[config.mk]
export PLATFORM = sky130hd
export DESIGN_NAME = fft_bin_trigger
export DESIGN_NICKNAME = d
export VERILOG_FILES = /design/src/rtl/fft_trig_pkg.sv /design/src/rtl/fft_bin_trigger_mag.sv /design/src/rtl/fft_bin_trigger.sv
export SDC_FILE = /design/constraint.sdc
export NUM_CORES = 1
export LEC_CHECK = 0
export CORE_MARGIN = 4
export CORE_UTILIZATION = 63
export CTS_BUF_LIST = sky130_fd_sc_hd__clkbuf_8
export DETAILED_ROUTE_END_ITERATION = 6
export PLACE_DENSITY = 0.93
export SYNTH_ARGS = -nofsm -noshare
export SYNTH_HDL_FRONTEND = slang
export SYNTH_HIERARCHICAL = 1
export SYNTH_SLANG_ARGS = --single-unit
[constraint.sdc]
create_clock -name clk -period 6.6 [get_ports clk]
set_input_delay 1.98 -clock clk [delete_from_list [all_inputs] [get_ports clk]]
set_output_delay 1.98 -clock clk [all_outputs]
set_load 0.005 [all_outputs]
[src/rtl/fft_trig_pkg.sv]
// Shared constants for the FFT bin trigger: default frame geometry, FSM state
// encoding and the bin-window clamp bounds with their helper functions.
package fft_trig_pkg;

  localparam int FFT_POINTS = 64;
  localparam int COMP_W     = 16;

  // FSM state encoding
  localparam logic [1:0] ARMED   = 2'd0;
  localparam logic [1:0] CONFIRM = 2'd1;
  localparam logic [1:0] HOLDOFF = 2'd2;

  // Only the lower half of the spectrum may qualify for the window
  localparam int WIN_MIN = 0;
  localparam int WIN_MAX = 31;

  // Lower window bound: centre - offset, clamped at WIN_MIN
  function automatic logic [4:0] win_lo_of(input logic [3:0] freq, input logic [1:0] off);
    logic [4:0] centre;
    centre = {freq, 1'b0};
    return (centre >= {3'b000, off}) ? (centre - {3'b000, off}) : 5'(WIN_MIN);
  endfunction

  // Upper window bound: centre + offset, clamped at WIN_MAX
  function automatic logic [4:0] win_hi_of(input logic [3:0] freq, input logic [1:0] off);
    logic [5:0] total;
    total = {1'b0, freq, 1'b0} + {4'b0000, off};
    return (total > 6'(WIN_MAX)) ? 5'(WIN_MAX) : total[4:0];
  endfunction

endpackage

[src/rtl/fft_bin_trigger_mag.sv]
// fft_mag_l1: two-stage L1 magnitude path. Stage 1 registers |re|, |im| and
// the beat sideband; stage 2 registers the running window peak together with
// the frame-end / malformed-frame flags for the frame the beat belongs to.
module fft_mag_l1 #(
  parameter int COMP_W = 16,
  parameter int IDX_W  = 6
) (
  input  logic                  clk,
  input  logic                  reset,
  input  logic                  beat_valid,
  input  logic [2*COMP_W-1:0]   beat_data,
  input  logic [IDX_W-1:0]      beat_idx,
  input  logic                  beat_last,
  input  logic [IDX_W-1:0]      win_lo,
  input  logic [IDX_W-1:0]      win_hi,
  output logic                  frame_end,
  output logic                  frame_bad,
  output logic [COMP_W:0]       win_peak
);
  import fft_trig_pkg::*;

  localparam logic [IDX_W-1:0] LAST_IDX = {IDX_W{1'b1}};

  // Unsigned magnitude of a two's complement value; the most negative value
  // maps to 2^(COMP_W-1), which still fits in COMP_W unsigned bits.
  function automatic logic [COMP_W-1:0] abs_u(input logic [COMP_W-1:0] v);
    return v[COMP_W-1] ? (~v + 1'b1) : v;
  endfunction

  logic                 s1_valid_reg;
  logic [IDX_W-1:0]     s1_idx_reg;
  logic                 s1_last_reg;
  logic [COMP_W:0]      mag_sum;
  logic                 in_win;
  logic [COMP_W:0]      peak_reg;
  logic [COMP_W:0]      peak_next;
  logic                 end_reg;
  logic                 bad_reg;

  // Component 0 is real, component 1 is imaginary
  for (genvar gi = 0; gi < 2; gi++) begin : g_abs
    logic [COMP_W-1:0] abs_reg;
    // Stage 1: register the magnitude of one component
    always_ff @(posedge clk) begin
      if (reset) abs_reg <= '0;
      else       abs_reg <= abs_u(beat_data[gi*COMP_W +: COMP_W]);
    end
  end

  // Stage 1: beat sideband follows the magnitudes
  always_ff @(posedge clk) begin
    if (reset) begin
      s1_valid_reg <= 1'b0;
      s1_idx_reg   <= '0;
      s1_last_reg  <= 1'b0;
    end else begin
      s1_valid_reg <= beat_valid;
      s1_idx_reg   <= beat_idx;
      s1_last_reg  <= beat_last;
    end
  end

  assign mag_sum = {1'b0, g_abs[0].abs_reg} + {1'b0, g_abs[1].abs_reg};
  assign in_win  = (s1_idx_reg >= win_lo) && (s1_idx_reg <= win_hi) &&
                   (s1_idx_reg <= IDX_W'(WIN_MAX));

  // Running window max, restarted by the first beat of every frame
  always_comb begin
    peak_next = peak_reg;
    if (s1_idx_reg == '0)
      peak_next = in_win ? mag_sum : '0;
    else if (in_win && (mag_sum > peak_reg))
      peak_next = mag_sum;
  end

  // Stage 2: register window peak and the frame-boundary verdict
  always_ff @(posedge clk) begin
    if (reset) begin
      peak_reg <= '0;
      end_reg  <= 1'b0;
      bad_reg  <= 1'b0;
    end else begin
      end_reg <= s1_valid_reg & s1_last_reg & (s1_idx_reg == LAST_IDX);
      bad_reg <= s1_valid_reg & (s1_last_reg ^ (s1_idx_reg == LAST_IDX));
      if (s1_valid_reg) peak_reg <= peak_next;
    end
  end

  assign frame_end = end_reg;
  assign frame_bad = bad_reg;
  assign win_peak  = peak_reg;

endmodule

[src/rtl/fft_bin_trigger.sv]
// fft_bin_trigger: per-frame L1 window peak detector with a consecutive-hit
// trigger FSM. Build option FFT_TRIG_HOLDOFF_EN adds a HOLDOFF state that
// ignores HOLDOFF_FRAMES evaluated frames after each fire.
module fft_bin_trigger #(
  parameter int FFT_POINTS     = fft_trig_pkg::FFT_POINTS,
  parameter int COMP_W         = fft_trig_pkg::COMP_W,
  parameter int THRESH_SHIFT   = 12,
  parameter int FRAMES_REQ     = 2,
  parameter int HOLDOFF_FRAMES = 16
) (
  input  logic                clk,
  input  logic                reset,
  input  logic [2*COMP_W-1:0] s_tdata,
  input  logic                s_tvalid,
  input  logic                s_tlast,
  output logic                s_tready,
  input  logic [3:0]          frequency,
  input  logic [1:0]          offset,
  input  logic [3:0]          threshold,
  output logic                trigger,
  output logic                fft_data_ready,
  output logic [COMP_W:0]     peak_mag,
  output logic                frame_err
);
  import fft_trig_pkg::*;

  localparam int IDX_W = $clog2(FFT_POINTS);
  localparam logic [IDX_W-1:0] LAST_IDX = IDX_W'(FFT_POINTS - 1);

  logic               beat_acc;
  logic [IDX_W-1:0]   bin_idx_reg;
  logic [IDX_W-1:0]   win_lo_reg;
  logic [IDX_W-1:0]   win_hi_reg;
  logic [3:0]         thr_lat_reg;
  logic [3:0]         thr_s2_reg;
  logic               frame_end;
  logic               frame_bad;
  logic [COMP_W:0]    win_peak;
  logic [COMP_W:0]    thr_full;
  logic               hit;
  logic               fire;
  logic [1:0]         state_reg;
  logic [1:0]         state_next;
  logic [3:0]         cnt_reg;
  logic [3:0]         cnt_next;
  logic               trigger_reg;
  logic               ready_reg;
  logic               err_reg;
  logic [COMP_W:0]    peak_reg;

  assign s_tready = ~reset;
  assign beat_acc = s_tvalid & s_tready;

  // Bin counter: wraps after the last bin and resynchronises on any tlast
  always_ff @(posedge clk) begin
    if (reset)
      bin_idx_reg <= '0;
    else if (beat_acc)
      bin_idx_reg <= (s_tlast || bin_idx_reg == LAST_IDX) ? '0 : bin_idx_reg + 1'b1;
  end

  // Controls are captured at bin 0 so mid-frame changes wait for the next frame
  always_ff @(posedge clk) begin
    if (reset) begin
      win_lo_reg  <= '0;
      win_hi_reg  <= '0;
      thr_lat_reg <= '0;
    end else if (beat_acc && bin_idx_reg == '0) begin
      win_lo_reg  <= IDX_W'(win_lo_of(frequency, offset));
      win_hi_reg  <= IDX_W'(win_hi_of(frequency, offset));
      thr_lat_reg <= threshold;
    end
  end

  // Threshold delayed one stage so the compare still sees the finishing
  // frame's value after the next frame has latched its own at bin 0
  always_ff @(posedge clk) begin
    if (reset) thr_s2_reg <= '0;
    else       thr_s2_reg <= thr_lat_reg;
  end

  fft_mag_l1 #(
    .COMP_W (COMP_W),
    .IDX_W  (IDX_W)
  ) u_mag (
    .clk        (clk),
    .reset      (reset),
    .beat_valid (beat_acc),
    .beat_data  (s_tdata),
    .beat_idx   (bin_idx_reg),
    .beat_last  (s_tlast),
    .win_lo     (win_lo_reg),
    .win_hi     (win_hi_reg),
    .frame_end  (frame_end),
    .frame_bad  (frame_bad),
    .win_peak   (win_peak)
  );

  assign thr_full = (COMP_W+1)'(thr_s2_reg) << THRESH_SHIFT;
  assign hit      = (thr_s2_reg != 4'd0) && (win_peak >= thr_full);

`ifdef FFT_TRIG_HOLDOFF_EN
  localparam int HOLD_W = $clog2(HOLDOFF_FRAMES + 1);
  logic [HOLD_W-1:0] hold_cnt_reg;
  logic [HOLD_W-1:0] hold_cnt_next;
`endif

  // Trigger FSM, advanced only by well-formed frames
  always_comb begin
    state_next = state_reg;
    cnt_next   = cnt_reg;
    fire       = 1'b0;
`ifdef FFT_TRIG_HOLDOFF_EN
    hold_cnt_next = hold_cnt_reg;
`endif
    if (frame_end) begin
      case (state_reg)
        ARMED: begin
          if (hit) begin
            if (FRAMES_REQ == 1) begin
              fire = 1'b1;
            end else begin
              state_next = CONFIRM;
              cnt_next   = 4'd1;
            end
          end
        end
        CONFIRM: begin
          if (hit) begin
            if (cnt_reg + 4'd1 == 4'(FRAMES_REQ)) fire = 1'b1;
            else                                  cnt_next = cnt_reg + 4'd1;
          end else begin
            state_next = ARMED;
            cnt_next   = 4'd0;
          end
        end
`ifdef FFT_TRIG_HOLDOFF_EN
        HOLDOFF: begin
          if (hold_cnt_reg == HOLD_W'(HOLDOFF_FRAMES - 1)) begin
            state_next    = ARMED;
            hold_cnt_next = '0;
          end else begin
            hold_cnt_next = hold_cnt_reg + 1'b1;
          end
        end
`endif
        default: begin
          state_next = ARMED;
          cnt_next   = 4'd0;
        end
      endcase
      if (fire) begin
`ifdef FFT_TRIG_HOLDOFF_EN
        state_next    = HOLDOFF;
        hold_cnt_next = '0;
`else
        state_next = ARMED;
`endif
        cnt_next = 4'd0;
      end
    end
  end

  // Stage 3: FSM update and output pulses/peak
  always_ff @(posedge clk) begin
    if (reset) begin
      state_reg   <= ARMED;
      cnt_reg     <= 4'd0;
      trigger_reg <= 1'b0;
      ready_reg   <= 1'b0;
      err_reg     <= 1'b0;
      peak_reg    <= '0;
    end else begin
      state_reg   <= state_next;
      cnt_reg     <= cnt_next;
      trigger_reg <= fire;
      ready_reg   <= frame_end;
      err_reg     <= frame_bad;
      if (frame_end) peak_reg <= win_peak;
    end
  end

`ifdef FFT_TRIG_HOLDOFF_EN
  // Holdoff frame counter
  always_ff @(posedge clk) begin
    if (reset) hold_cnt_reg <= '0;
    else       hold_cnt_reg <= hold_cnt_next;
  end
`endif

  assign trigger        = trigger_reg;
  assign fft_data_ready = ready_reg;
  assign frame_err      = err_reg;
  assign peak_mag       = peak_reg;

endmodule

**After elaboration in Yosys (flattened, before gate mapping)**

Cells that the tools add are included.
Widths: inputs -> output; s select.

- Bitwise logic cells: 11
- Equal/unequal tests: 7
- Reduce and logical (&&, ||, !) cells: 17
- Magnitude comparators: 7
- Multiplexer cells: 21
- Add/sub/neg operators: 7

Operators by type and width:

| kind | number |
|---|---|
| $mux 17 | 3 |
| $add 16x1->16 const B | 2 |
| $not 16->16 | 2 |
| $mux 15 | 2 |
| $add 16x16->17 | 1 |
| $ge 17x16->1 | 1 |
| $gt 17x17->1 | 1 |
| $mux 4 | 4 |
| $eq 6x6->1 const B | 2 |
| $logic_not 6->1 | 2 |
| $mux 5 | 2 |
| $pmux 4 s2 | 1 |
| $add 5x2->6 | 1 |
| $add 6x1->6 const B | 1 |
| $ge 6x5->1 | 1 |
| $gt 6x5->1 const B | 1 |
| $le 6x5->1 | 1 |
| $le 6x5->1 const B | 1 |
| $mux 2 | 3 |
| $mux 6 | 1 |
| $ne 3x3->1 const B | 2 |
| $reduce_and 3->1 | 2 |
| $reduce_or 2->1 | 3 |
| $ge 5x2->1 | 1 |
| other kinds (16) | 29 |

- Bits of input ports: 46
- Flip-flop bits (word level): 109
- Output and inout port bits: 21
- Logic and storage cells: 91

**Longest topological paths before layout**

- Word-level depth: 8
- Depth in mapped cells: 19

**Hierarchy**

Netlist, hierarchy kept.

By module, submodules not included:

| module | sequential area each (um^2) | area each (um^2) | cells an instance | instances |
|---|---|---|---|---|
| fft_mag_l1 | 1181.1 | 3804.9 | 456 | 1 |
| fft_bin_trigger | 980.9 | 2238.4 | 254 | 1 |

**Least setup slack after synthesis**

No wires, ideal clock.

- Path type: input port to output port
- Start point: input port reset
- End point: output port s_tready
- Path slack: 2552 ps
- Arrival: 2068 ps
- Path buffers: 0
- Required time: 4620 ps
- Stages: 1
- Cells stage by stage: inv_1

- Longest elaborated chain between the ends: 1

RTL lines:

| element | line | source |
|---|---|---|
| start, declared | fft_bin_trigger.sv:12 | `input logic reset,` |
| $not 1->1 | fft_bin_trigger.sv:51 | `assign s_tready = ~reset;` |
| end, declared | fft_bin_trigger.sv:16 | `output logic s_tready,` |

No other way between the ends.

**Worst setup path after layout**

Ends and elaborated chain as after synthesis.

==> flow_metrics.py <==
metrics = {
    "status": {
        "status": "completed",
    },
    "cells_and_area": {
        "synthToLayoutAreaGrowth_pct": 15.1,
        "largest_register_ff_count": 32,
        "drive_gt1_frac": 0.0415,
        "fillers": 663,
        "nets": 874,
        "postLayoutCoreUtil": 0.749,
        "regArea_mm2": 0.00216,
        "antenna_cells": 0,
        "multi_input_area_mm2": 0.00352,
        "fin_area_mm2": 0.00696,
    },
    "yosys": {
        "ys_seq_area_frac": 0.358,
        "yosysTopAreaCell": "dfxtp_1",
        "synthTopCellsByCount": "108 x dfxtp_1, 72 x nor2_1, 69 x nand2_1",
        "netlist_area_mm2": 0.00604,
        "async_flop_share": 0,
        "ys_seq_elements": 108,
        "ys_types": 65,
        "ys_top_cells_by_area": "dfxtp_1 36%, ha_1 12%, nor2_1 4.5%, xor2_1 4.3%, nand2_1 4.3%",
        "synth_warnings": 6,
        "yosys.cell_count.top_type": "dfxtp_1",
        "synth_top_area_frac": 0.358,
        "synth-edff-count": 0,
        "synth_ff_type": "dfxtp_1",
        "avgSynthCellArea_um2": 8.51,
        "netlist_instances": 710,
    },
    "placed_design": {
        "portBuffers": 66,
        "place.gp.congestion": 0.878,
        "place_area_mm2": 0.00677,
        "dp_hpwl_um": 10100,
    },
    "setup_path": {
        "critPathMaxStageDelay_ns": 0.52,
        "cp_slowest_cell": "clkdlybuf4s50_1",
        "crit_chain": "buf_2, inv_1, clkdlybuf4s50_1",
        "cp-start-kind": "input port",
        "r2r_start": "u_mag/g_abs[0].abs_reg[0]",
        "path_buf_inv": 3,
        "worstPathMaxFanout": 5,
        "cp_top_family": "buffers and inverters",
        "cp-end-kind": "output port",
        "r2r-end": "u_mag/win_peak[1]",
        "worst-r2r-cell-count": 18,
        "crit_type": "input port to output port",
        "cp.depth": 3,
        "cp-startpoint": "reset",
        "crit_end": "s_tready",
        "cp.required_ns": 4.62,
        "r2r_slack_ns": 2.02,
        "arrival_ns": 2.74,
    },
    "power": {
        "powerDensity_mw_per_mm2": 199,
        "ir_drop_uv": 96.2,
        "power.total_w": 0.00138,
        "p_leak_nw": 2.73,
    },
    "grt": {
        "grt_pass1_wl_um": 22600,
        "grt_max_degree": 104,
        "grt.overflow.total": 0,
        "globalRouteTotalUtil": 0.243,
        "grt_pass1_vias": 5068,
        "antenna_found_initial": 0,
    },
    "die": {
        "die_area_mm2": 0.0112,
        "num_rows": 35,
        "ios": 67,
        "die_x_um": 106,
        "dieHeight_um": 106,
        "initial_core_util": 0.651,
        "core_area_mm2": 0.00928,
    },
    "timing": {
        "worst_pin_slew_ns": 0.982,
        "whs_ns": 0.459,
        "fin_crit_sh": 0.716,
        "skew_ns": 0.0137,
        "rsz0062_at_grt": "no",
        "finalMaxSlewViolations": 0,
        "fin_crit_ns": 4.72,
        "hold_viol_final": 0,
        "setup_viol": 0,
        "fmax_mhz": 212,
        "setup-tns-final_ns": 0,
        "maxSlewHeadroom": 0.346,
    },
    "clocking": {
        "cts_sinks": 108,
        "clk_latency_ns": 0.37,
        "htree_levels": 3,
        "cts_setup_buffers": 0,
        "cts_tree": "done",
        "clock_path_buffers": 2,
        "clkTransAtPathRegs_ns": 0.09,
        "cts_resized": 0,
        "cts_made_buffers": 9,
        "root_buffer": "clkbuf_8",
        "cts_hold_buf": 0,
    },
    "worst_hold_path": {
        "hp-class": "register to register",
    },
    "drt": {
        "drtAntennaViolNets": 0,
        "drt_iter0_drc": 257,
        "vias": 5179,
        "drt-wirelength-per-cell_um": 14.7,
        "via_per_inst": 5.75,
        "dr.pass1.iters": 7,
        "wl_um": 13300,
        "drc": 0,
    },
    "run": {
        "drv_cap": 0,
    },
}
==> worst min path at each step <==
| stage | from | to | slack [ns] | cells past startpoint |
|---|---|---|---|---|
| 4_1_cts | thr_lat_reg[2] | thr_lat_reg[2] | 0.46 | 2 |
| 5_1_grt | thr_lat_reg[2] | thr_lat_reg[2] | 0.48 | 2 |
| 3_3_place_gp | u_mag/frame_bad | frame_err | 0.43 | 1 |
| 6_report | thr_lat_reg[2] | thr_lat_reg[2] | 0.46 | 2 |
| 2_1_floorplan | u_mag/frame_bad | frame_err | 0.41 | 1 |
| 3_5_place_dp | u_mag/frame_bad | frame_err | 0.43 | 1 |
==> worst min-delay path, stage by stage (launching register included) <==
cell	delay [ns]
dfxtp_1	0.32
nand2_1	0.05
a21oi_1	0.05
==> final cells by class <==
type,instances,share of cell area
Multi-Input combinational cell,515,0.506
Timing Repair Buffer,69,0.0975
Sequential cell,108,0.311
Clock inverter,7,0.00989
Tap cell,129,0.0232
Inverter,64,0.0345
Clock buffer,9,0.0178
==> layout by cell type, fill, tap and decap left out, drive strengths merged, types with 9 or more instances in the layout <==
cell	synthesis	routed
dfxtp	108	108
mux2i	19	19
inv	64	67
nand3	13	13
xor2	30	30
ha	59	59
o21ai	27	27
nand2	69	69
clkdlybuf4s50	0	65
clkbuf	14	9
nor3	13	13
or3	10	10
nor2	73	73
nor2b	24	24
xnor2	18	18
a21oi	46	46
==> layer usage <==
layer	GRT usage	up-vias	share of wire
met5	0	-	0
met4	0.0990	0	0.025
met3	0.0395	36	0.058
met2	0.423	191	0.49
met1	0.299	2401	0.43
li1	-	2551	-
==> cell families after synthesis <==
family                   Yosys count  share of synthesized area
AO/OA/AOI/OAI                    130                      0.137
XOR/XNOR                          48                     0.0696
adder cells (fa/ha/maj)           61                      0.129
buffers and inverters             88                     0.0598
flip-flops                       108                      0.358
multiplexers                      19                     0.0315
other                              1                   0.000621
AND/OR/NAND/NOR                  255                      0.214
==> power breakdown <==
group	internal, W	switching (W)	leakage [nW]	total (W)
combinational	0.000136	0.000167	1.75	0.000303
sequential	0.000676	0.0000144	0.881	0.000691
clock	0.000174	0.000214	0.0945	0.000388
total	0.000986	0.000395	2.73	0.00138
==> through the flow <==
step	std cells	worst slack, ns
floorplan	711	2.55
global placement	885	1.92
detailed placement	885	1.87
CTS	901	1.87
global route	901	1.73
finish	901	1.88
(Power assumes the default switching activity.)
